<file path="config.mk">
export PLATFORM = sky130hd
export DESIGN_NAME = ddr_rr_arbiter
export DESIGN_NICKNAME = d
export VERILOG_FILES = /design/src/rtl/ddr_arb_pkg.sv /design/src/rtl/ddr_arb_channel.sv /design/src/rtl/ddr_rr_arbiter.sv
export SDC_FILE = /design/constraint.sdc
export NUM_CORES = 1
export LEC_CHECK = 0
export CAP_MARGIN = 20
export CORE_AREA = 2 2 244 246
export CTS_CLUSTER_DIAMETER = 200
export DETAILED_ROUTE_END_ITERATION = 6
export DIE_AREA = 0 0 246 248
export PLACE_DENSITY_LB_ADDON = 0.05
export SYNTH_ARGS = -nofsm -noshare
export SYNTH_HDL_FRONTEND = slang
export SYNTH_HIERARCHICAL = 1
export SYNTH_SLANG_ARGS = --single-unit
export TNS_END_PERCENT = 100
</file>
<file path="constraint.sdc">
create_clock -name clk -period 3.8 [get_ports clk]
set_input_delay 0.38 -clock clk [delete_from_list [all_inputs] [get_ports clk]]
set_output_delay 0.38 -clock clk [all_outputs]
set_load 0.02 [all_outputs]
</file>
<file path="src/rtl/ddr_arb_pkg.sv">
// ddr_arb_pkg: shared channel state encoding and requester IDs for the DDR round-robin arbiter.
package ddr_arb_pkg;
    typedef logic [1:0] state_t;
    localparam state_t ST_IDLE = 2'd0;
    localparam state_t ST_REQ  = 2'd1;
    localparam state_t ST_DATA = 2'd2;
    localparam logic ID_DMA  = 1'b0;
    localparam logic ID_XCEL = 1'b1;
endpackage

</file>
<file path="src/rtl/ddr_arb_channel.sv">
// ddr_arb_channel: one arbitrated channel (FSM, round-robin pointer, beat counter, request/data mux).
// "up" signals travel from requesters toward the core, "down" signals travel back toward the requesters.
module ddr_arb_channel
    import ddr_arb_pkg::*;
#(
    parameter int AW = 32,
    parameter int DW = 32
) (
    input  logic                clk,
    input  logic                resetn,
    input  logic                xcel_busy,
    input  logic [1:0]          rq_valid,
    output logic [1:0]          rq_ready,
    input  logic [1:0][AW-1:0]  rq_addr,
    input  logic [1:0][31:0]    rq_len,
    input  logic [1:0][2:0]     rq_size,
    input  logic [1:0][1:0]     rq_burst,
    output logic                core_valid,
    input  logic                core_ready,
    output logic [AW-1:0]       core_addr,
    output logic [31:0]         core_len,
    output logic [2:0]          core_size,
    output logic [1:0]          core_burst,
    input  logic [1:0][DW-1:0]  up_data,
    input  logic [1:0]          up_hs,
    output logic [1:0][DW-1:0]  down_data,
    output logic [1:0]          down_hs,
    output logic [DW-1:0]       core_up_data,
    output logic                core_up_hs,
    input  logic [DW-1:0]       core_down_data,
    input  logic                core_down_hs
);
    state_t      state;
    logic        gnt;
    logic        ptr;
    logic [31:0] cnt;
    logic        in_req;
    logic        in_dat;
    logic        pick;
    logic        fire_req;
    logic        fire_dat;

    always_comb begin
        in_req       = state == ST_REQ;
        in_dat       = state == ST_DATA;
        pick         = (&rq_valid) ? (xcel_busy ? ID_XCEL : ptr) : rq_valid[ID_XCEL];
        core_valid   = in_req & rq_valid[gnt];
        core_addr    = rq_addr[gnt];
        core_len     = rq_len[gnt];
        core_size    = rq_size[gnt];
        core_burst   = rq_burst[gnt];
        rq_ready     = '0;
        rq_ready[gnt] = in_req & core_ready;
        fire_req     = core_valid & core_ready;
        core_up_hs   = in_dat & up_hs[gnt];
        core_up_data = up_data[gnt];
        down_hs      = '0;
        down_hs[gnt] = in_dat & core_down_hs;
        down_data    = '0;
        down_data[gnt] = core_down_data;
        // valid/ready pairing is symmetric, so one expression covers both directions
        fire_dat     = in_dat & up_hs[gnt] & core_down_hs;
    end

    always_ff @(posedge clk or negedge resetn) begin
        if (!resetn) begin
            state <= ST_IDLE;
            gnt   <= ID_DMA;
            ptr   <= ID_DMA;
            cnt   <= '0;
        end else begin
            if (state == ST_IDLE && |rq_valid) begin
                gnt   <= pick;
                state <= ST_REQ;
            end
            if (fire_req) begin
                state <= ST_DATA;
                cnt   <= core_len;
            end
            if (fire_dat) begin
                if (cnt == '0) begin
                    state <= ST_IDLE;
                    ptr   <= ~gnt;
                end else begin
                    cnt <= cnt - 32'd1;
                end
            end
        end
    end
endmodule

</file>
<file path="src/rtl/ddr_rr_arbiter.sv">
// ddr_rr_arbiter: shares one AXI adapter port between dma and xcel with independent
// round-robin read and write channels.
module ddr_rr_arbiter
    import ddr_arb_pkg::*;
#(
    parameter int AXI_AWIDTH = 32,
    parameter int AXI_DWIDTH = 32
) (
    input  logic                  clk,
    input  logic                  resetn,
    input  logic                  xcel_busy,
    input  logic                  dma_read_request_valid,
    output logic                  dma_read_request_ready,
    input  logic [AXI_AWIDTH-1:0] dma_read_addr,
    input  logic [31:0]           dma_read_len,
    input  logic [2:0]            dma_read_size,
    input  logic [1:0]            dma_read_burst,
    output logic [AXI_DWIDTH-1:0] dma_read_data,
    output logic                  dma_read_data_valid,
    input  logic                  dma_read_data_ready,
    input  logic                  xcel_read_request_valid,
    output logic                  xcel_read_request_ready,
    input  logic [AXI_AWIDTH-1:0] xcel_read_addr,
    input  logic [31:0]           xcel_read_len,
    input  logic [2:0]            xcel_read_size,
    input  logic [1:0]            xcel_read_burst,
    output logic [AXI_DWIDTH-1:0] xcel_read_data,
    output logic                  xcel_read_data_valid,
    input  logic                  xcel_read_data_ready,
    input  logic                  dma_write_request_valid,
    output logic                  dma_write_request_ready,
    input  logic [AXI_AWIDTH-1:0] dma_write_addr,
    input  logic [31:0]           dma_write_len,
    input  logic [2:0]            dma_write_size,
    input  logic [1:0]            dma_write_burst,
    input  logic [AXI_DWIDTH-1:0] dma_write_data,
    input  logic                  dma_write_data_valid,
    output logic                  dma_write_data_ready,
    input  logic                  xcel_write_request_valid,
    output logic                  xcel_write_request_ready,
    input  logic [AXI_AWIDTH-1:0] xcel_write_addr,
    input  logic [31:0]           xcel_write_len,
    input  logic [2:0]            xcel_write_size,
    input  logic [1:0]            xcel_write_burst,
    input  logic [AXI_DWIDTH-1:0] xcel_write_data,
    input  logic                  xcel_write_data_valid,
    output logic                  xcel_write_data_ready,
    output logic                  core_read_request_valid,
    input  logic                  core_read_request_ready,
    output logic [AXI_AWIDTH-1:0] core_read_addr,
    output logic [31:0]           core_read_len,
    output logic [2:0]            core_read_size,
    output logic [1:0]            core_read_burst,
    input  logic [AXI_DWIDTH-1:0] core_read_data,
    input  logic                  core_read_data_valid,
    output logic                  core_read_data_ready,
    output logic                  core_write_request_valid,
    input  logic                  core_write_request_ready,
    output logic [AXI_AWIDTH-1:0] core_write_addr,
    output logic [31:0]           core_write_len,
    output logic [2:0]            core_write_size,
    output logic [1:0]            core_write_burst,
    output logic [AXI_DWIDTH-1:0] core_write_data,
    output logic                  core_write_data_valid,
    input  logic                  core_write_data_ready
);
    logic [AXI_DWIDTH-1:0]      unused_rd_up_data;
    logic [1:0][AXI_DWIDTH-1:0] unused_wr_down_data;

    ddr_arb_channel #(.AW(AXI_AWIDTH), .DW(AXI_DWIDTH)) u_rd (
        .clk            (clk),
        .resetn         (resetn),
        .xcel_busy      (xcel_busy),
        .rq_valid       ({xcel_read_request_valid, dma_read_request_valid}),
        .rq_ready       ({xcel_read_request_ready, dma_read_request_ready}),
        .rq_addr        ({xcel_read_addr, dma_read_addr}),
        .rq_len         ({xcel_read_len, dma_read_len}),
        .rq_size        ({xcel_read_size, dma_read_size}),
        .rq_burst       ({xcel_read_burst, dma_read_burst}),
        .core_valid     (core_read_request_valid),
        .core_ready     (core_read_request_ready),
        .core_addr      (core_read_addr),
        .core_len       (core_read_len),
        .core_size      (core_read_size),
        .core_burst     (core_read_burst),
        .up_data        ('0),
        .up_hs          ({xcel_read_data_ready, dma_read_data_ready}),
        .down_data      ({xcel_read_data, dma_read_data}),
        .down_hs        ({xcel_read_data_valid, dma_read_data_valid}),
        .core_up_data   (unused_rd_up_data),
        .core_up_hs     (core_read_data_ready),
        .core_down_data (core_read_data),
        .core_down_hs   (core_read_data_valid)
    );

    ddr_arb_channel #(.AW(AXI_AWIDTH), .DW(AXI_DWIDTH)) u_wr (
        .clk            (clk),
        .resetn         (resetn),
        .xcel_busy      (xcel_busy),
        .rq_valid       ({xcel_write_request_valid, dma_write_request_valid}),
        .rq_ready       ({xcel_write_request_ready, dma_write_request_ready}),
        .rq_addr        ({xcel_write_addr, dma_write_addr}),
        .rq_len         ({xcel_write_len, dma_write_len}),
        .rq_size        ({xcel_write_size, dma_write_size}),
        .rq_burst       ({xcel_write_burst, dma_write_burst}),
        .core_valid     (core_write_request_valid),
        .core_ready     (core_write_request_ready),
        .core_addr      (core_write_addr),
        .core_len       (core_write_len),
        .core_size      (core_write_size),
        .core_burst     (core_write_burst),
        .up_data        ({xcel_write_data, dma_write_data}),
        .up_hs          ({xcel_write_data_valid, dma_write_data_valid}),
        .down_data      (unused_wr_down_data),
        .down_hs        ({xcel_write_data_ready, dma_write_data_ready}),
        .core_up_data   (core_write_data),
        .core_up_hs     (core_write_data_valid),
        .core_down_data ('0),
        .core_down_hs   (core_write_data_ready)
    );
endmodule

</file>
==> impl_metrics.json <==
{
  "fillers": 6373,
  "dieArea_sq_mm": 0.0610,
  "cts_num_sinks": 72,
  "arrival_ns": 3.28,
  "tns_ns": 0,
  "required_ns": 4.03,
  "gr-usage-all-layers_pct": 13.6,
  "critical_path_class": "reg2reg",
  "startpoint_type": "flop",
  "pwr-share-seq_pct": 23.9,
  "io_buffers": 632,
  "finalCritPeriodShare_pct": 80.1,
  "p_int_mw": 3.14,
  "cts_buffers": 9,
  "io_pins": 633,
  "relSlewSlack_pct": 45.4,
  "clk_latency_ns": 0.36,
  "final-seq-area_sq_mm": 0.00181,
  "remaining_drc_errors": 0,
  "swShare_pct": 38.9,
  "grt_pass1_vias": 8795,
  "synth_warnings": 6,
  "hold_viol": 0,
  "postRouteAntennaNets": 0,
  "routedWlPerCell_um": 20.0,
  "netlist_area_sq_mm": 0.00707,
  "path_clk_slew_ns": 0.06,
  "worstMarginPinSlew_ns": 0.819,
  "drive_gt1_share_pct": 16.2,
  "nNetsFinal": 1818,
  "htreeDepth": 3,
  "drt-total-wl_um": 44200,
  "hpwl_um": 37000,
  "comb_power_share_pct": 58.4,
  "max-vdd-ir-drop_uv": 191,
  "fin_ws_ns": 0.756,
  "row_count": 89,
  "clock-root-buffer": "clkbuf_16",
  "critical_path.top_delay_family": "simple AND/OR/NAND/NOR gates",
  "tritoncts": "built",
  "antenna_found_initial": 9,
  "area_growth_pct": 107,
  "drt_first_pass_iters": 4,
  "critPathSlowestCell": "or4_1",
  "drv_slew": 0,
  "routabilityCongestion": 0.782,
  "grt_max_degree": 65,
  "worstPathCellList": "or4_1 > nor4_1 > nand4_1 > nand2_1 > buf_4 > nor2_1 > a221o_1",
  "core_area_sq_mm": 0.0585,
  "chipWidth_um": 246,
  "fin_skew_ns": 0.0120,
  "rsz0062_at_grt": "false",
  "postSynthNetCount": 1213,
  "crit_fanout": 15,
  "grt_pass1_wl_um": 60900,
  "slowest_delay_ns": 0.61,
  "place_ws_ns": 0.743,
  "ctsResizeCount": 0,
  "status": "finished, final reports clean",
  "p_sw_mw": 1.99,
  "syn_area_per_cell_sq_um": 8.60,
  "clock_power_share_pct": 17.7,
  "max_freq_mhz": 328,
  "multi_input_area_sq_mm": 0.00491,
  "endpoint_kind": "flop",
  "hold_buffers": 0,
  "max_cap_violations": 0,
  "die_h_um": 248,
  "clock_path_buffers": 2,
  "route.vias.total": 8795,
  "pwr_density_cell_mw_per_mm2": 350,
  "final-setup-viol-count": 0,
  "utilization_pct": 25.0,
  "start_util_pct": 12.1,
  "first_iter_violations": 357,
  "drt-vias-per-instance": 3.98,
  "postSynthCellCount": 822,
  "placed_cell_area_sq_mm": 0.0143,
  "hold_path_class": "in2async",
  "fin_area_sq_mm": 0.0146,
  "grt.overflow.total": 0,
  "fin_crit_ns": 3.04,
  "cts_setup_buffers": 0,
  "leakagePower_nw": 5.29,
  "crit_buf_inv": 1
}
## per-layer routing
| layer | share of wire [%] | track usage (%) | up-vias |
|---|---|---|---|
| met3 | 6.7 | 3.16 | 35 |
| met2 | 53 | 25.6 | 353 |
| met5 | 0.043 | 0 | - |
| met4 | 1.5 | 3.37 | 4 |
| li1 | - | - | 4253 |
| met1 | 39 | 15.3 | 4150 |
## per-stage QoR
stage / std cells / hold slack (ns) / power (mW)
6_report: 2209 / 0.119 / 5.13
5_1_grt: 2208 / 0.180 / 5.46
3_5_place_dp: 2189 / 0.471 / 4.29
2_1_floorplan: 822 / 0.0844 / 2.73
3_3_place_gp: 2189 / 0.459 / 4.30
4_1_cts: 2205 / 0.154 / 5.24
## power by group through the flow
stage	Combinational, mW	Sequential (mW)	Clock [mW]
after CTS	3.06	1.23	0.952
after global placement	3.06	1.25	0
after detailed placement	3.04	1.25	0
after floorplan	1.63	1.10	0
after global routing	3.20	1.28	0.982
final	2.99	1.23	0.908
## flip-flops by register name, summed over array words and instances, names as in the netlist
signal      cells
u_rd/ptr        1
u_wr/ptr        1
u_rd/cnt       32
u_rd/gnt        1
u_rd/state      2
u_wr/cnt       32
u_wr/gnt        1
u_wr/state      2
## placed cells by master (no fill, tap or decap), drive strengths merged, types with 5 or more instances in the layout
cell type / n
nand4: 11
inv: 29
and2: 36
dfrtp: 72
clkbuf: 11
clkdlybuf4s50: 631
a211oi: 17
or3: 7
or2: 5
nand3: 13
nor3b: 6
nor4: 19
nor2: 84
nor2b: 33
o21ai: 18
o22ai: 11
a31oi: 11
nor3: 45
mux2: 172
nand3b: 5
o21a: 15
mux2i: 17
nand2: 27
or4: 13
and3: 13
buf: 24
a311oi: 12
a21oi: 27
## path summary, 6_finish.rpt
check	start	endpoint	slack, ns	depth (start not counted)
max in group asynchronous	resetn	u_rd/cnt[30]$_DFF_PN0_	2.86	2
hold / removal	resetn	u_wr/cnt[9]$_DFF_PN0_	0.12	1
setup / recovery	u_wr/cnt[8]$_DFF_PN0_	u_wr/cnt[0]$_DFF_PN0_	0.76	7
setup reg to reg	u_wr/cnt[8]$_DFF_PN0_	u_wr/cnt[0]$_DFF_PN0_	0.76	7
hold reg to reg	u_wr/ptr$_DFFE_PN0P_	u_wr/ptr$_DFFE_PN0P_	0.48	2
min in group clk	u_wr/ptr$_DFFE_PN0P_	u_wr/ptr$_DFFE_PN0P_	0.48	2
## area by class of cell
type | count | share of cell area [%]
timing repair buffer | 655 | 44.6
multi-input combinational | 660 | 33.6
sequential | 72 | 12.4
tap | 773 | 6.61
clock buffer | 11 | 1.73
inverter | 29 | 0.744
clock inverter | 5 | 0.376
antenna | 4 | 0.0684
Power figures use the tool's default switching activity.
